<file path="src/rtl/uart_mon_pkg.sv">
// Shared types and helpers for the multi-channel UART receive monitor.
// Holds the per-channel FSM states, the parity modes, the divider calculation and the FIFO entry layout.
package uart_mon_pkg;

    typedef enum logic [2:0] {
        RX_IDLE,
        RX_START,
        RX_DATA,
        RX_PAR,
        RX_STOP,
        RX_BRK
    } rx_state_e;

    typedef enum logic [1:0] {
        PAR_NONE = 2'd0,
        PAR_ODD  = 2'd1,
        PAR_EVEN = 2'd2
    } parity_e;

    localparam int MAX_DATA_BITS = 8;

    typedef struct packed {
        logic [MAX_DATA_BITS-1:0] data;
        logic                     ferr;
        logic                     perr;
    } entry_t;

    // Rounded clocks per bit.
    function automatic int calc_div(input int clk_hz, input int baud);
        return (clk_hz + baud / 2) / baud;
    endfunction

endpackage

</file>
<file path="src/rtl/uart_mon_fifo.sv">
// Generic single-clock FIFO; DEPTH must be a power of two, at least 2.
// Latency: write visible on rdata_o the cycle after the push; read is combinational from the head.
// Backpressure: writes when full are ignored unless a read frees the slot in the same cycle.
module uart_mon_fifo #(
    parameter int DEPTH = 16,
    parameter int W     = 10
) (
    input  logic         clk_i,
    input  logic         rst_n_i,
    input  logic         wr_i,
    input  logic [W-1:0] wdata_i,
    input  logic         rd_i,
    output logic [W-1:0] rdata_o,
    output logic         full_o,
    output logic         empty_o
);
    localparam int AW = $clog2(DEPTH);

    logic [W-1:0] mem_q [DEPTH];
    logic [AW:0]  wptr_q, rptr_q;
    logic         do_wr, do_rd;

    assign empty_o = (wptr_q == rptr_q);
    assign full_o  = (wptr_q[AW] != rptr_q[AW]) && (wptr_q[AW-1:0] == rptr_q[AW-1:0]);
    assign do_rd   = rd_i && !empty_o;
    assign do_wr   = wr_i && (!full_o || do_rd);
    assign rdata_o = mem_q[rptr_q[AW-1:0]];

    always_ff @(posedge clk_i) begin
        if (do_wr) begin
            mem_q[wptr_q[AW-1:0]] <= wdata_i;
        end
    end

    always_ff @(posedge clk_i or negedge rst_n_i) begin
        if (!rst_n_i) begin
            wptr_q <= '0;
            rptr_q <= '0;
        end else begin
            if (do_wr) wptr_q <= wptr_q + 1'b1;
            if (do_rd) rptr_q <= rptr_q + 1'b1;
        end
    end

endmodule

</file>
<file path="src/rtl/uart_mon_rx_ch.sv">
// One UART RX lane: 2-FF synchroniser, bit timing and frame FSM; parity only with UART_MON_PARITY_EN.
// Latency: push_o pulses in the stop-bit sample cycle, 2 cycles of synchroniser delay behind the line.
// Backpressure: none; the lane never stalls, the consumer must take push_o when it fires.
module uart_mon_rx_ch
    import uart_mon_pkg::*;
#(
    parameter int CLK_HZ    = 25000000,
    parameter int BAUD      = 115200,
    parameter int DATA_BITS = 8,
    parameter int PARITY    = 0
) (
    input  logic   clk_i,
    input  logic   rst_n_i,
    input  logic   rx_i,
    output logic   push_o,
    output entry_t entry_o
);
    localparam int DIV  = calc_div(CLK_HZ, BAUD);
    localparam int HALF = DIV / 2;
    localparam int CW   = $clog2(DIV + 1);
`ifdef UART_MON_PARITY_EN
    localparam bit PAR_BUILD = 1'b1;
`else
    localparam bit PAR_BUILD = 1'b0;
`endif
    localparam bit USE_PAR = PAR_BUILD && (PARITY != int'(PAR_NONE));

    logic [1:0]    sync_q;
    rx_state_e     state_q, state_d;
    logic [CW-1:0] cnt_q, cnt_d;
    logic [2:0]    bit_q, bit_d;
    logic [7:0]    shift_q, shift_d;
    logic          perr_q, perr_d;
    logic [7:0]    data_w;
    logic          rx_s, tick;

    assign rx_s   = sync_q[1];
    // Bits enter at the MSB, so short frames end up left-aligned in the shifter.
    assign data_w = shift_q >> (8 - DATA_BITS);
    assign tick   = (state_q == RX_START) ? (cnt_q == CW'(HALF - 1)) : (cnt_q == CW'(DIV - 1));

`ifdef UART_MON_PARITY_EN
    logic par_exp;
    assign par_exp = (^data_w) ^ (PARITY == int'(PAR_ODD));
`endif

    always_comb begin
        state_d = state_q;
        cnt_d   = cnt_q + 1'b1;
        bit_d   = bit_q;
        shift_d = shift_q;
        perr_d  = perr_q;
        push_o  = 1'b0;
        case (state_q)
            RX_IDLE: begin
                cnt_d = '0;
                if (!rx_s) begin
                    state_d = RX_START;
                    perr_d  = 1'b0;
                end
            end
            RX_START: begin
                if (tick) begin
                    cnt_d   = '0;
                    bit_d   = '0;
                    state_d = rx_s ? RX_IDLE : RX_DATA;
                end
            end
            RX_DATA: begin
                if (tick) begin
                    cnt_d   = '0;
                    shift_d = {rx_s, shift_q[7:1]};
                    bit_d   = bit_q + 1'b1;
                    if (bit_q == 3'(DATA_BITS - 1)) begin
                        state_d = USE_PAR ? RX_PAR : RX_STOP;
                    end
                end
            end
`ifdef UART_MON_PARITY_EN
            RX_PAR: begin
                if (tick) begin
                    cnt_d   = '0;
                    perr_d  = (rx_s != par_exp);
                    state_d = RX_STOP;
                end
            end
`endif
            RX_STOP: begin
                if (tick) begin
                    cnt_d   = '0;
                    push_o  = 1'b1;
                    state_d = rx_s ? RX_IDLE : RX_BRK;
                end
            end
            RX_BRK: begin
                cnt_d = '0;
                if (rx_s) state_d = RX_IDLE;
            end
            default: state_d = RX_IDLE;
        endcase
    end

    assign entry_o = '{data: data_w, ferr: ~rx_s, perr: perr_q};

    always_ff @(posedge clk_i or negedge rst_n_i) begin
        if (!rst_n_i) begin
            sync_q  <= 2'b11;
            state_q <= RX_IDLE;
            cnt_q   <= '0;
            bit_q   <= '0;
            shift_q <= '0;
            perr_q  <= 1'b0;
        end else begin
            sync_q  <= {sync_q[0], rx_i};
            state_q <= state_d;
            cnt_q   <= cnt_d;
            bit_q   <= bit_d;
            shift_q <= shift_d;
            perr_q  <= perr_d;
        end
    end

endmodule

</file>
<file path="src/rtl/uart_mon_rx_mc.sv">
// NCH-lane UART receive monitor merging per-lane FIFOs into one tagged byte stream (parity via UART_MON_PARITY_EN).
// Latency: stop-bit sample in cycle S gives out_valid_o in S+1 when the lane FIFO and output register are free.
// Backpressure: out_ready_i low holds the output stable; full lane FIFOs drop new bytes and set sticky ovf_o.
module uart_mon_rx_mc
    import uart_mon_pkg::*;
#(
    parameter int NCH        = 2,
    parameter int CLK_HZ     = 25000000,
    parameter int BAUD       = 115200,
    parameter int DATA_BITS  = 8,
    parameter int PARITY     = 0,
    parameter int FIFO_DEPTH = 16
) (
    input  logic                                   clk_i,
    input  logic                                   rst_n_i,
    input  logic [NCH-1:0]                         rx_i,
    output logic                                   out_valid_o,
    input  logic                                   out_ready_i,
    output logic [DATA_BITS-1:0]                   out_data_o,
    output logic [((NCH > 1) ? $clog2(NCH) : 1)-1:0] out_ch_o,
    output logic                                   out_ferr_o,
    output logic                                   out_perr_o,
    output logic [NCH-1:0]                         ovf_o,
    input  logic                                   ovf_clr_i
);
    localparam int CHW = (NCH > 1) ? $clog2(NCH) : 1;
    localparam int EW  = $bits(entry_t);

    logic [NCH-1:0] push, fifo_wr, fifo_rd, fifo_full, fifo_empty, avail, pop, ovf_set;
    entry_t         rx_ent    [NCH];
    entry_t         fifo_dout [NCH];
    entry_t         head      [NCH];
    entry_t         sel_ent;

    logic                 load, sel_vld;
    logic [CHW-1:0]       sel, cand, rr_q, rr_d;
    logic                 out_valid_q, out_valid_d;
    logic [DATA_BITS-1:0] out_data_q, out_data_d;
    logic [CHW-1:0]       out_ch_q, out_ch_d;
    logic                 out_ferr_q, out_ferr_d, out_perr_q, out_perr_d;
    logic [NCH-1:0]       ovf_q, ovf_d;

    assign load = !out_valid_q || out_ready_i;

    for (genvar c = 0; c < NCH; c++) begin : g_ch
        uart_mon_rx_ch #(
            .CLK_HZ    (CLK_HZ),
            .BAUD      (BAUD),
            .DATA_BITS (DATA_BITS),
            .PARITY    (PARITY)
        ) u_rx (
            .clk_i   (clk_i),
            .rst_n_i (rst_n_i),
            .rx_i    (rx_i[c]),
            .push_o  (push[c]),
            .entry_o (rx_ent[c])
        );

        uart_mon_fifo #(
            .DEPTH (FIFO_DEPTH),
            .W     (EW)
        ) u_fifo (
            .clk_i   (clk_i),
            .rst_n_i (rst_n_i),
            .wr_i    (fifo_wr[c]),
            .wdata_i (rx_ent[c]),
            .rd_i    (fifo_rd[c]),
            .rdata_o (fifo_dout[c]),
            .full_o  (fifo_full[c]),
            .empty_o (fifo_empty[c])
        );

        // An empty FIFO is bypassed so a fresh byte reaches the output one cycle after its stop sample.
        assign avail[c]   = !fifo_empty[c] || push[c];
        assign head[c]    = fifo_empty[c] ? rx_ent[c] : fifo_dout[c];
        assign pop[c]     = load && sel_vld && (sel == CHW'(c));
        assign fifo_rd[c] = pop[c] && !fifo_empty[c];
        assign fifo_wr[c] = push[c] && !(fifo_empty[c] && pop[c]);
        assign ovf_set[c] = push[c] && fifo_full[c] && !pop[c];
    end

    // Round-robin search starts at the lane after the one served last.
    always_comb begin
        sel_vld = 1'b0;
        sel     = rr_q;
        cand    = '0;
        for (int k = 1; k <= NCH; k++) begin
            cand = CHW'((int'(rr_q) + k) % NCH);
            if (!sel_vld && avail[cand]) begin
                sel_vld = 1'b1;
                sel     = cand;
            end
        end
    end

    assign sel_ent = head[sel];

    always_comb begin
        out_valid_d = out_valid_q;
        out_data_d  = out_data_q;
        out_ch_d    = out_ch_q;
        out_ferr_d  = out_ferr_q;
        out_perr_d  = out_perr_q;
        rr_d        = rr_q;
        if (load) begin
            out_valid_d = sel_vld;
            if (sel_vld) begin
                out_data_d = sel_ent.data[DATA_BITS-1:0];
                out_ch_d   = sel;
                out_ferr_d = sel_ent.ferr;
                out_perr_d = sel_ent.perr;
                rr_d       = sel;
            end
        end
        ovf_d = (ovf_q & ~{NCH{ovf_clr_i}}) | ovf_set;
    end

    always_ff @(posedge clk_i or negedge rst_n_i) begin
        if (!rst_n_i) begin
            out_valid_q <= 1'b0;
            out_data_q  <= '0;
            out_ch_q    <= '0;
            out_ferr_q  <= 1'b0;
            out_perr_q  <= 1'b0;
            rr_q        <= '0;
            ovf_q       <= '0;
        end else begin
            out_valid_q <= out_valid_d;
            out_data_q  <= out_data_d;
            out_ch_q    <= out_ch_d;
            out_ferr_q  <= out_ferr_d;
            out_perr_q  <= out_perr_d;
            rr_q        <= rr_d;
            ovf_q       <= ovf_d;
        end
    end

    assign out_valid_o = out_valid_q;
    assign out_data_o  = out_data_q;
    assign out_ch_o    = out_ch_q;
    assign out_ferr_o  = out_ferr_q;
    assign out_perr_o  = out_perr_q;
    assign ovf_o       = ovf_q;

endmodule

</file>
<file path="config.mk">
export PLATFORM = sky130hd
export DESIGN_NAME = uart_mon_rx_mc
export DESIGN_NICKNAME = d
export VERILOG_FILES = /design/src/rtl/uart_mon_pkg.sv /design/src/rtl/uart_mon_fifo.sv /design/src/rtl/uart_mon_rx_ch.sv /design/src/rtl/uart_mon_rx_mc.sv
export SDC_FILE = /design/constraint.sdc
export NUM_CORES = 1
export LEC_CHECK = 0
export ABC_AREA = 1
export BUFFER_PORTS_ARGS = -buffer_cell sky130_fd_sc_hd__buf_2
export CORE_UTILIZATION = 50
export DETAILED_ROUTE_END_ITERATION = 6
export PLACE_DENSITY = 0.73
export SYNTH_ARGS = -nofsm -noshare
export SYNTH_HDL_FRONTEND = slang
export SYNTH_SLANG_ARGS = --single-unit
export TNS_END_PERCENT = 30
</file>
<file path="constraint.sdc">
create_clock -name clk_i -period 3.2 [get_ports clk_i]
set_input_delay 0.48 -clock clk_i [delete_from_list [all_inputs] [get_ports clk_i]]
set_output_delay 0.48 -clock clk_i [all_outputs]
set_load 0.1 [all_outputs]
</file>
# Yosys cells after proc, flatten, opt, wreduce, memory -nomap -nowiden
# Memories as Yosys holds them, arrays and structs flattened.
# Index checks and enable logic that the tools add are counted.
dict set report word_totals {
  ff_bits 82
  mem_bits_rw 288
  in_bits 6
  out_inout_bits 14
  wordCells 175
  memories 2
}
dict set report op_classes {
  addsub 10
  n_lt_le_gt_ge 3
  n_eq_ne 32
  n_mux 51
  bitwise_logic 7
  n_reduce_logical 50
}
# memory depth width rd rd_ports_with_merged_regs wr line
set memory_table {}
lappend memory_table {{g_ch[0].u_fifo.mem_q} 16 9 1 0 1 uart_mon_fifo.sv:19} ;# logic [W-1:0] mem_q [DEPTH];
lappend memory_table {{g_ch[1].u_fifo.mem_q} 16 9 1 0 1 uart_mon_fifo.sv:19}
# operator n
set ops {}
lappend ops {{3-bit two-way mux} 18}
lappend ops {{10-bit two-way mux} 5}
lappend ops {{8-bit one-hot mux with 2 select lines} 2}
lappend ops {{3-bit one-hot mux with 5 select lines} 2}
lappend ops {{5-bit by 1-bit adder with 5-bit output, second input constant} 4}
lappend ops {{1-bit logical AND} 20}
lappend ops {{2-bit by 1-bit != test with 1-bit output, second input constant} 10}
lappend ops {{3-bit equality test, second input constant} 6}
lappend ops {{1-bit two-way mux} 18}
lappend ops {{8-bit by 1-bit adder with 8-bit output, second input constant} 2}
lappend ops {{8-bit by 7-bit equality test with 1-bit output, second input constant} 2}
lappend ops {{8-bit equality test, second input constant} 2}
lappend ops {{8-bit two-way mux} 2}
lappend ops {{3-bit one-hot mux with 2 select lines} 2}
lappend ops {{6-bit AND reduction} 2}
lappend ops {{5-bit equality test} 2}
lappend ops {{1-bit zero test} 10}
lappend ops {{4-bit equality test} 2}
lappend ops {{3-bit by 1-bit adder with 3-bit output, second input constant} 2}
lappend ops {{3-bit by 1-bit equality test with 1-bit output, second input constant} 2}
lappend ops {{3-bit by 2-bit equality test with 1-bit output, second input constant} 2}
lappend ops {{3-bit zero test} 2}
lappend ops {{2-bit AND reduction} 3}
lappend ops {{3-bit AND reduction} 2}
lappend ops {{other kinds (15)} 29}

# Longest topological paths before layout
# Gate-level depths: netlist of run 1.
dict set report logic_depth {
  word_depth 19
  depth_mapped 15
  mapped_depth_nobuf 15
}

# Modules after synthesis
# From an unflattened synthesis of run 1, not the netlist that was laid out.
dict set report hier_totals {
  hier_cells 1688
  hier_area_um2 17575.6
}
# mod n_inst cells_each area_each_um2 seq_area_each_um2
set modules_own_cells {}
lappend modules_own_cells {{uart_mon_fifo at g_ch[0].u_fifo} 1 610 7085.5 5054.8}
lappend modules_own_cells {{uart_mon_fifo at g_ch[1].u_fifo} 1 609 7084.3 5054.8}
lappend modules_own_cells {uart_mon_rx_ch 2 144 1191.1 603.1}
lappend modules_own_cells {uart_mon_rx_mc 1 181 1023.5 350.3}

# Worst setup path before layout of run 1
# Ideal clock, no wire load.
dict set report synth_timing {
  path_type {register to register}
  from {register out_valid_q, in the netlist out_valid_o}
  to {memory g_ch[1].u_fifo.mem_q[11][0] (netlist name) (enable)}
  setup_time_ps 374
  arrival_ps 2154
  required_ps 2826
  setup_slack_ps 672
  path_stages_with_launch 9
  path_buffers 0
  synth_period_minus_slack_ps 2528
  cell_sequence {dfrtp_1 inv_1 nor2_1 inv_1 nand3_2 nand2_2 nand2_4 nand3_2 nor2_1}
}
dict set report synth_via {
  elab_chain_len 10
  word_cells_on_any_way 13
  classes_between {2 x mux; 11 x reduce/logical}
}
# item line
set synth_rtl {}
lappend synth_rtl {{start: declaration} uart_mon_rx_mc.sv:37} ;# logic out_valid_q, out_valid_d;
lappend synth_rtl {{start signal: assignment} uart_mon_rx_mc.sv:128} ;# out_valid_q <= out_valid_d;
lappend synth_rtl {{1-bit zero test *} uart_mon_rx_mc.sv:43} ;# assign load = !out_valid_q || out_ready_i;
lappend synth_rtl {{1-bit logical OR *} uart_mon_rx_mc.sv:43}
lappend synth_rtl {{1-bit logical AND * (2 in a row)} uart_mon_rx_mc.sv:76} ;# assign pop[c] = load && sel_vld && (sel == CHW'(c));
lappend synth_rtl {{1-bit logical AND, on equally long branches} {uart_mon_rx_mc.sv:78, uart_mon_rx_mc.sv:77}}
lappend synth_rtl {{1-bit zero test / 1-bit logical AND (equally long branches)} {uart_mon_rx_mc.sv:78, uart_mon_fifo.sv:25}}
lappend synth_rtl {{1-bit logical AND / 1-bit logical OR (equally long branches)} {uart_mon_rx_mc.sv:78, uart_mon_fifo.sv:26}}
lappend synth_rtl {{1-bit logical AND *} uart_mon_fifo.sv:26} ;# assign do_wr = wr_i && (!full_o || do_rd);
lappend synth_rtl {{1-bit two-way mux *} uart_mon_fifo.sv:30} ;# if (do_wr) begin
lappend synth_rtl {{1-bit two-way mux (not written as such) *} uart_mon_fifo.sv:31} ;# mem_q[wptr_q[AW-1:0]] <= wdata_i;
lappend synth_rtl {{end: declaration} uart_mon_fifo.sv:19}
# Every way passes the cells marked *; elsewhere a longest branch is shown, timed or not.

# Final worst setup path of run 1
dict set report layout_timing {
  from {register g_ch[0].u_fifo.wptr_q[1]}
  to {memory g_ch[0].u_fifo.mem_q[0][3] (netlist name) (enable)}
}
dict set report layout_via {
  elab_chain_len 17
  word_cells_on_any_way 28
  classes_between {2 x eq/ne; 10 x mux; 1 x bitwise; 15 x reduce/logical}
}
# item line
set layout_rtl {}
lappend layout_rtl {{start: declaration} uart_mon_fifo.sv:20} ;# logic [AW:0] wptr_q, rptr_q;
lappend layout_rtl {{start signal: assignment} uart_mon_fifo.sv:40} ;# if (do_wr) wptr_q <= wptr_q + 1'b1;
lappend layout_rtl {{5-bit equality test} uart_mon_fifo.sv:23} ;# assign empty_o = (wptr_q == rptr_q);
lappend layout_rtl {{1-bit zero test} {uart_mon_fifo.sv:25, uart_mon_rx_mc.sv:74, uart_mon_rx_mc.sv:77}}
lappend layout_rtl {{1-bit logical OR} uart_mon_rx_mc.sv:74} ;# assign avail[c] = !fifo_empty[c] || push[c];
lappend layout_rtl {{1-bit two-way mux (not written as such) (2 in a row)} uart_mon_rx_mc.sv:89} ;# if (!sel_vld && avail[cand]) begin
lappend layout_rtl {{1-bit two-way mux} uart_mon_rx_mc.sv:89}
lappend layout_rtl {{1-bit zero test} uart_mon_rx_mc.sv:89}
lappend layout_rtl {{1-bit logical AND} uart_mon_rx_mc.sv:89}
lappend layout_rtl {{1-bit two-way mux} uart_mon_rx_mc.sv:89}
lappend layout_rtl {{1-bit logical AND / 1-bit inverter (equally long branches)} uart_mon_rx_mc.sv:76}
lappend layout_rtl {{1-bit logical AND} uart_mon_rx_mc.sv:76}
lappend layout_rtl {{1-bit logical AND, on equally long branches} {uart_mon_rx_mc.sv:78, uart_mon_rx_mc.sv:77}}
lappend layout_rtl {{1-bit zero test / 1-bit logical AND (equally long branches)} {uart_mon_rx_mc.sv:78, uart_mon_fifo.sv:25}}
lappend layout_rtl {{1-bit logical AND / 1-bit logical OR (equally long branches)} {uart_mon_rx_mc.sv:78, uart_mon_fifo.sv:26}}
lappend layout_rtl {{1-bit logical AND} uart_mon_fifo.sv:26}
lappend layout_rtl {{1-bit two-way mux} uart_mon_fifo.sv:30}
lappend layout_rtl {{1-bit two-way mux (not written as such)} uart_mon_fifo.sv:31}
lappend layout_rtl {{end: declaration} uart_mon_fifo.sv:19}
# Several ways; a longest one is shown, not always the timed one. The select of a mux whose other input is x is not followed.

==> results of run 1 <==
## cell usage after synthesis, types with 17 or more instances
master                     count
sky130_fd_sc_hd__nand3_1      47
sky130_fd_sc_hd__o21ai_0     185
sky130_fd_sc_hd__dfrtp_1      77
sky130_fd_sc_hd__clkbuf_1     49
sky130_fd_sc_hd__xor2_1       24
sky130_fd_sc_hd__o211ai_1     21
sky130_fd_sc_hd__a21oi_1      17
sky130_fd_sc_hd__edfxtp_1    288
sky130_fd_sc_hd__o22ai_1      67
sky130_fd_sc_hd__nand2_1     164
sky130_fd_sc_hd__nor2_1      244
sky130_fd_sc_hd__inv_1        72
## cells by family after synthesis
logic type	count (synthesis)	share of synthesized area
simple gates	513	0.143
fa+ha+maj	16	0.0127
other cells	1	0.000238
mux	1	0.000715
flops	369	0.678
xor+xnor	32	0.0178
buf+inv	146	0.0361
compound gates	310	0.111
## through the flow
stage,total power [mW],utilization
3_3_place_gp,9.76,0.534
6_report,14.3,0.575
4_1_cts,14.3,0.575
5_1_grt,14.9,0.575
3_5_place_dp,9.83,0.534
2_1_floorplan,8.59,-
## state kept, by name, indices dropped and copies added (netlist names)
register	cells
g_ch.u_rx.state_q	6
out_ferr_o	1
out_data_o	8
g_ch.u_rx.cnt_q	16
g_ch.u_fifo.wptr_q	10
out_valid_o	1
g_ch.u_fifo.rptr_q	10
g_ch.u_rx.bit_q	6
out_ch_o	1
ovf_o	2
g_ch.u_fifo.mem_q	288
g_ch.u_rx.sync_q	4
g_ch.u_rx.data_w	16
## worst min-delay path by stage
stage,start,endpoint,slack (ns),depth (start not counted)
2_1_floorplan,rst_n_i,g_ch[0].u_fifo.rptr_q[0]$_DFFE_PN0P_,0.18,0
3_3_place_gp,g_ch[1].u_rx.sync_q[0]$_DFF_PN1_,g_ch[1].u_rx.sync_q[1]$_DFF_PN1_,0.35,0
3_5_place_dp,g_ch[1].u_rx.sync_q[0]$_DFF_PN1_,g_ch[1].u_rx.sync_q[1]$_DFF_PN1_,0.35,0
4_1_cts,rx_i[1],g_ch[1].u_rx.sync_q[0]$_DFF_PN1_,0.03,1
5_1_grt,rx_i[1],g_ch[1].u_rx.sync_q[0]$_DFF_PN1_,0.03,1
6_report,rx_i[1],g_ch[1].u_rx.sync_q[0]$_DFF_PN1_,0.05,1
## metal layers
layer	wire [um]	GRT usage	vias up
met5	0	0	-
met4	1220	0.0886	0
met3	2710	0.0442	90
met2	17900	0.385	398
met1	14900	0.301	5229
li1	-	-	4987
## final cells by class
cell class,count,area (um2)
flip-flops and latches,369,10700
clock buffers,60,1140
multi-input cells,873,4500
inverters,84,315
repair buffers,66,465
clock inverters,12,134
well taps,396,495
fillers,2449,13100
## worst max-delay path, delay by kind of cell (launching register included)
family	cells	cell delay (ns)
xor+xnor	1	0.19
flops	1	0.46
simple gates	11	1.85
## cells in the final DEF, fill, tap and decap left out, types with 21 or more instances in the layout
| master | synthesis | final |
|---|---|---|
| sky130_fd_sc_hd__nor2_1 | 244 | 244 |
| sky130_fd_sc_hd__nand2_1 | 164 | 164 |
| sky130_fd_sc_hd__nand3_1 | 47 | 47 |
| sky130_fd_sc_hd__o22ai_1 | 67 | 67 |
| sky130_fd_sc_hd__edfxtp_1 | 288 | 288 |
| sky130_fd_sc_hd__o21ai_0 | 185 | 185 |
| sky130_fd_sc_hd__inv_1 | 72 | 71 |
| sky130_fd_sc_hd__buf_4 | 1 | 48 |
| sky130_fd_sc_hd__dfrtp_1 | 77 | 75 |
| sky130_fd_sc_hd__o211ai_1 | 21 | 21 |
| sky130_fd_sc_hd__xor2_1 | 24 | 24 |
| sky130_fd_sc_hd__clkbuf_16 | 0 | 40 |
## where the power goes
| part | internal, mW | leakage, nW | switching (mW) |
|---|---|---|---|
| combinational | 1.27 | 2.27 | 3.16 |
| sequential | 5.25 | 4.32 | 0.120 |
| clock | 2.63 | 0.624 | 1.84 |
==> metrics.md, run 1 <==
| Metric | Value |
|---|---|
| CTS Buffer Depth | `3` |
| Std-Cell Core Area | `0.0308 mm2` |
| Number of antenna violations at the first check in global routing | `0` |
| Remaining global-route overflow | `0` |
| CP max stage delay | `~0.60 ns` |
| Result of the run | `finished, final reports clean` |
| Worst-case setup margin in the final layout | `approximately 0.33 ns` |
| Die Area | `approximately 0.032 mm2` |
| Critical Path Most Common Cell | `sky130_fd_sc_hd__nand2_2` |
| Width of the die | `roughly 180 um` |
| Worst Skew | `between 0.02 and 0.03 ns` |
| Sequential element share of the synthesized area | `0.678` |
| CTS HTree Levels | `2` |
| Detail Route Antenna Nets | `0` |
| Max transition margin | `0.305` |
| Kind of end point of the critical path | `flop` |
| Worst path required time | `between 3 and 4 ns` |
| Pre-CTS setup slack | `approximately 0.36 ns` |
| Netlist area before placement | `about 0.016 mm2` |
| Final count of negative-setup-slack endpoints | `0` |
| Clock tree from TritonCTS | `built` |
| Placed Area | `between 0.015 and 0.02 mm2` |
| Mean instance size in the synthesized netlist | `roughly 11 um2` |
| Distinct cells, synth | `between 40 and 50` |
| Worst IR Drop VDD | `roughly 0.00055 V` |
| Crit path launch type | `flop` |
| Slew @ Worst Pin | `approximately 1.0 ns` |
| Shortest clock period the worst path allows after layout | `between 2 and 3 ns` |
| Top-Level Pins | `20` |
| DIE HEIGHT | `between 150 and 200 um` |
| Final hold slack | `0.0495 ns` |
| Antenna cell count | `0` |
| Cell breakdown of the critical path | `xor2_1 -> nor2_1 -> nand2_2 -> nor2_8 -> nand2_2 -> nor2_2 -> nor2_4 -> nand2_2 -> nand2_2 -> nand2_4 -> nand3_2 -> nor2_1` |
| Synthesis-to-finish area growth | `12.6%` |
| Pin count of the biggest net entering global routing | `~80` |
| Arr. time, crit path | `roughly 3.0 ns` |
| Number of flops mapped to enable cells by yosys | `288` |
| Via density per instance | `about 5.8` |
| CTS buffer count | `39` |
| Post-CTS resize count | `0` |
| Critical Path Fanout Max | `15` |
| Placer's final routability congestion estimate | `just under 0.9` |
| Starting density of the core | `0.511` |
| Post-route non-filler standard cell count | `1860` |
| Reg-to-reg startpoint | `g_ch[0].u_fifo.wptr_q[1]$_DFFE_PN0P_` |
| Final HPWL DP | `23000 um` |
| Per-cell routed wire length | `approximately 20 um` |
| GRT Util Overall | `0.231` |
| Max Cap Viol | `0` |
| Wire length of the first global-routing pass | `just under 60000 um` |
| Summed area of non-filler cells in the final layout | `0.0177 mm2` |
| Library cell contributing the largest single delay on the critical path | `sky130_fd_sc_hd__nor2_1` |
| Cts-stage hold buffer count | `0` |
| Count of mapped cells out of synthesis | `roughly 1400` |
| Achievable frequency | `~350 MHz` |
| Portion of synthesized cell area occupied by the leading cell type | `0.549` |
| Source of the critical timing path | `g_ch[0].u_fifo.wptr_q[1]$_DFFE_PN0P_` |
| Power per standard cell area | `between 800 and 900 mW/mm2` |
| Most instantiated flip-flop cell in the synthesis netlist | `sky130_fd_sc_hd__edfxtp_1` |
| RSZ-0062 raised after global routing | `no` |
| Path type of the worst setup path | `flop to flop` |
| Pre-antenna DRT Iters | `5` |
| Path type of the worst min-delay path | `primary input to flop` |
| Share of post-route cells with drive strength above 1 | `0.123` |
| Number of global-route vias before repair | `roughly 11000` |
| Max Transition Viols Final | `0` |
| Final period util | `0.896` |
| Core Rows | `between 60 and 70` |
| Sink Count | `about 370` |
| CTS clk-pin slew, worst paths | `~0.060 ns` |
| Leading cell types by total area after synthesis | `sky130_fd_sc_hd__edfxtp_1 (55%), sky130_fd_sc_hd__dfrtp_1 (12%), sky130_fd_sc_hd__o21ai_0 (5.9%)` |
| DRC Markers | `0` |
| Async set-reset flop share out of synthesis | `0.220` |
| Number of DRC markers in iteration 0 | `between 1000 and 1500` |
| Post-Route Setup TNS | `0 ns` |
| Endpoint of the most critical register-to-register path | `g_ch[0].u_fifo.mem_q[0][3]$_DFFE_PP_` |
| Reported leakage power | `~7.2 nW` |
| Number of buffers added for setup after CTS | `0` |
| Flip-flop and latch count after synthesis | `369` |
| Root Buffer Master | `sky130_fd_sc_hd__clkbuf_16` |
| Depth of the worst register-to-register path | `12` |
| Top cell type by total area after synthesis | `sky130_fd_sc_hd__edfxtp_1` |
| Placed insts | `approximately 1800` |
| Vias | `10704` |
| Total wire length after detailed routing | `approximately 37000 um` |
| Final hold violations | `0` |
| Endpoint of the worst setup timing path | `g_ch[0].u_fifo.mem_q[0][3]$_DFFE_PP_` |
| Reg2Reg Setup Slack | `between 0.3 and 0.4 ns` |
| Nets@finish | `approximately 1500` |
| Number of buffers inserted by port buffering | `18` |
| Yosys warns | `0` |
| Clock latency of the later-clocked register in the worst-skew pair | `about 0.54 ns` |
| Synthesized net count | `about 1400` |
Note: power is estimated with default switching activity, not from simulation.
==> inputs of run 2 (changes only) <==
--- a/config.mk
+++ b/config.mk
@@ -7,7 +7,9 @@
 export LEC_CHECK = 0
 export ABC_AREA = 1
 export BUFFER_PORTS_ARGS = -buffer_cell sky130_fd_sc_hd__buf_2
+export CAP_MARGIN = 10
 export CORE_UTILIZATION = 50
+export CTS_BUF_LIST = sky130_fd_sc_hd__clkbuf_4 sky130_fd_sc_hd__clkbuf_8
 export DETAILED_ROUTE_END_ITERATION = 6
 export PLACE_DENSITY = 0.73
 export SYNTH_ARGS = -nofsm -noshare
==> metrics.md, run 2 (synthesis gave the netlist of run 1 again) <==
| Metric | Value |
|---|---|
| Root Buffer Master | `sky130_fd_sc_hd__clkbuf_8` |
| Max Cap Viol | `0 (unchanged)` |
| Path type of the worst setup path | `flop to flop` |
| Starting density of the core | `0.511 (unchanged)` |
| Summed area of non-filler cells in the final layout | `0.0177 mm2 (-0.37%)` |
| Worst IR Drop VDD | `0.000500 V (-9.4%)` |
| Wire length of the first global-routing pass | `57700 um (-0.96%)` |
| Clock latency of the later-clocked register in the worst-skew pair | `0.62 ns (+0.08 ns)` |
| Critical Path Fanout Max | `15 (unchanged)` |
| Shortest clock period the worst path allows after layout | `2.88 ns (+0.00963 ns)` |
| Final period util | `0.899 (+0.00301)` |
| Most frequent standard cell in the layout excluding fill and tap cells | `sky130_fd_sc_hd__edfxtp_1` |
| Placer's final routability congestion estimate | `0.868 (unchanged)` |
| Total wire length after detailed routing | `36500 um (-0.67%)` |
| Number of flip-flops under the largest register name | `288 (unchanged)` |
| Worst path required time | `3.45 ns (+0.09 ns)` |
| Arr. time, crit path | `3.12 ns (+0.09 ns)` |
| Number of buffers inserted by port buffering | `18 (unchanged)` |
| Nets@finish | `1477 (+1.5%)` |
| Pre-antenna DRT Iters | `5 (unchanged)` |
| Overall power after layout | `13.8 mW (-3.2%)` |
| Kind of end point of the critical path | `flop` |
| RSZ-0062 raised after global routing | `no` |
| Pre-CTS setup slack | `0.355 ns (unchanged)` |
| Pin count of the biggest net entering global routing | `82 (unchanged)` |
| Worst Skew | `0.0229 ns (-0.00354 ns)` |
| Power per standard cell area | `781 mW/mm2 (-2.9%)` |
| Antenna cell count | `0 (unchanged)` |
| Path type of the worst min-delay path | `primary input to asynchronous set/reset pin` |
| Top-Level Pins | `20 (unchanged)` |
| Placed Area | `0.0165 mm2 (unchanged)` |
| Via density per instance | `5.66 (-1.7%)` |
| CTS clk-pin slew, worst paths | `0.06 ns (about the same)` |
| Max transition margin | `0.307 (+0.00241)` |
| GRT Util Overall | `0.229 (-0.00160)` |
| Post-CTS resize count | `0 (unchanged)` |
| Vias | `10734 (+0.28%)` |
| Final hold slack | `0.0306 ns (-0.0190 ns)` |
| CTS HTree Levels | `2 (unchanged)` |
| Count of filler cells inserted in the layout | `2512 (+2.6%)` |
| Achievable frequency | `348 MHz (-0.34%)` |
| CTS Buffer Depth | `3 (unchanged)` |
| CTS buffer count | `59 (+51%)` |
| Per-cell routed wire length | `19.2 um (-2.7%)` |
| Width of the die | `179 um (unchanged)` |
| Max Transition Viols Final | `0 (unchanged)` |
| DIE HEIGHT | `179 um (unchanged)` |
| Number of DRC markers in iteration 0 | `1102 (-0.54%)` |
| Core Rows | `64 (unchanged)` |
| Crit path launch type | `flop` |
| Number of global-route vias before repair | `10664 (-0.047%)` |
| Slew @ Worst Pin | `1.04 ns (-0.00361 ns)` |
| Result of the run | `finished, final reports clean` |
| Leading cell types in the layout, fill and taps excluded | `sky130_fd_sc_hd__edfxtp_1 (288), sky130_fd_sc_hd__nor2_1 (244), sky130_fd_sc_hd__o21ai_0 (185)` |
| Reg2Reg Setup Slack | `0.32 ns (about the same)` |
| Detail Route Antenna Nets | `0 (unchanged)` |
| DRC Markers | `0 (unchanged)` |
| Clock tree from TritonCTS | `built` |
| Final hold violations | `0 (unchanged)` |
| Number of antenna violations at the first check in global routing | `0 (unchanged)` |
| Final HPWL DP | `23000 um (unchanged)` |
| Final count of negative-setup-slack endpoints | `0 (unchanged)` |
| Die Area | `0.0322 mm2 (unchanged)` |
| Share of post-route cells with drive strength above 1 | `0.146 (+0.0235)` |
| Std-Cell Core Area | `0.0308 mm2 (unchanged)` |
| Post-Route Setup TNS | `0 ns (unchanged)` |
| Synthesis-to-finish area growth | `12.2%` |
| Worst-case setup margin in the final layout | `0.325 ns (-0.00963 ns)` |
| Sink Count | `369 (unchanged)` |
| Reported leakage power | `7.23 nW (+0.27%)` |
| Remaining global-route overflow | `0 (unchanged)` |
-- run 2: timing repair --
action | 4_1_cts | 5_1_grt
endpoints found under the setup margin | 0 | 0
hold endpoints to repair | 2 | 0
hold buffers | 2 | 0
buffers inserted | 0 | 0
-- run 2: area by class of cell --
| cell class | instances | area [um2] | area share |
|---|---|---|---|
| Clock buffer | 86 | 1020 | 0.0578 |
| Clock inverter | 22 | 164 | 0.00928 |
| Multi-Input combinational cell | 873 | 4500 | 0.255 |
| Inverter | 84 | 315 | 0.0178 |
| Timing Repair Buffer | 68 | 485 | 0.0275 |
| Sequential cell | 369 | 10700 | 0.605 |
| Tap cell | 396 | 495 | 0.0280 |
-- run 2: path summary, 6_finish.rpt --
kind	start	end	cells after the start
max in group asynchronous	rst_n_i	g_ch[1].u_fifo.rptr_q[0]$_DFFE_PN0P_	1
max	g_ch[0].u_fifo.wptr_q[2]$_DFFE_PN0P_	g_ch[0].u_fifo.mem_q[0][3]$_DFFE_PP_	12
max reg2reg	g_ch[0].u_fifo.wptr_q[2]$_DFFE_PN0P_	g_ch[0].u_fifo.mem_q[0][3]$_DFFE_PP_	12
min in group clk_i	ovf_clr_i	ovf_o[0]$_DFF_PN0_	2
min	rst_n_i	g_ch[1].u_rx.data_w[0]$_DFFE_PN0P_	1
min reg2reg	g_ch[1].u_rx.sync_q[0]$_DFF_PN1_	g_ch[1].u_rx.sync_q[1]$_DFF_PN1_	0
-- run 2: where the power goes --
| part | switching, mW | leakage [nW] | internal, mW | total, mW |
|---|---|---|---|---|
| logic | 3.13 | 2.28 | 1.27 | 4.41 |
| clock network | 1.81 | 0.635 | 2.21 | 4.03 |
| registers | 0.121 | 4.32 | 5.25 | 5.37 |
-- run 2: metal layers --
layer	part of all wire	global-route usage
met1	0.42	0.302
met5	0	0
met3	0.068	0.0442
met4	0.034	0.0900
met2	0.48	0.378
-- run 2: stage by stage --
step | util | cells
4_1_cts | 0.573 | 1898
3_3_place_gp | 0.534 | 1788
6_report | 0.573 | 1898
2_1_floorplan | - | 1388
5_1_grt | 0.573 | 1898
3_5_place_dp | 0.534 | 1788
-- run 2: critical path: stages, from the launching register on --
cell,delay (ns)
sky130_fd_sc_hd__dfrtp_1,0.47
sky130_fd_sc_hd__xor2_1,0.20
sky130_fd_sc_hd__nor2_1,0.16
sky130_fd_sc_hd__nand2_2,0.12
sky130_fd_sc_hd__nor2_8,0.23
sky130_fd_sc_hd__nand2_2,0.10
sky130_fd_sc_hd__nor2_2,0.16
sky130_fd_sc_hd__nor2_4,0.08
sky130_fd_sc_hd__nand2_2,0.09
sky130_fd_sc_hd__nand2_2,0.06
sky130_fd_sc_hd__nand2_4,0.11
sky130_fd_sc_hd__nand3_2,0.12
sky130_fd_sc_hd__nor2_1,0.61
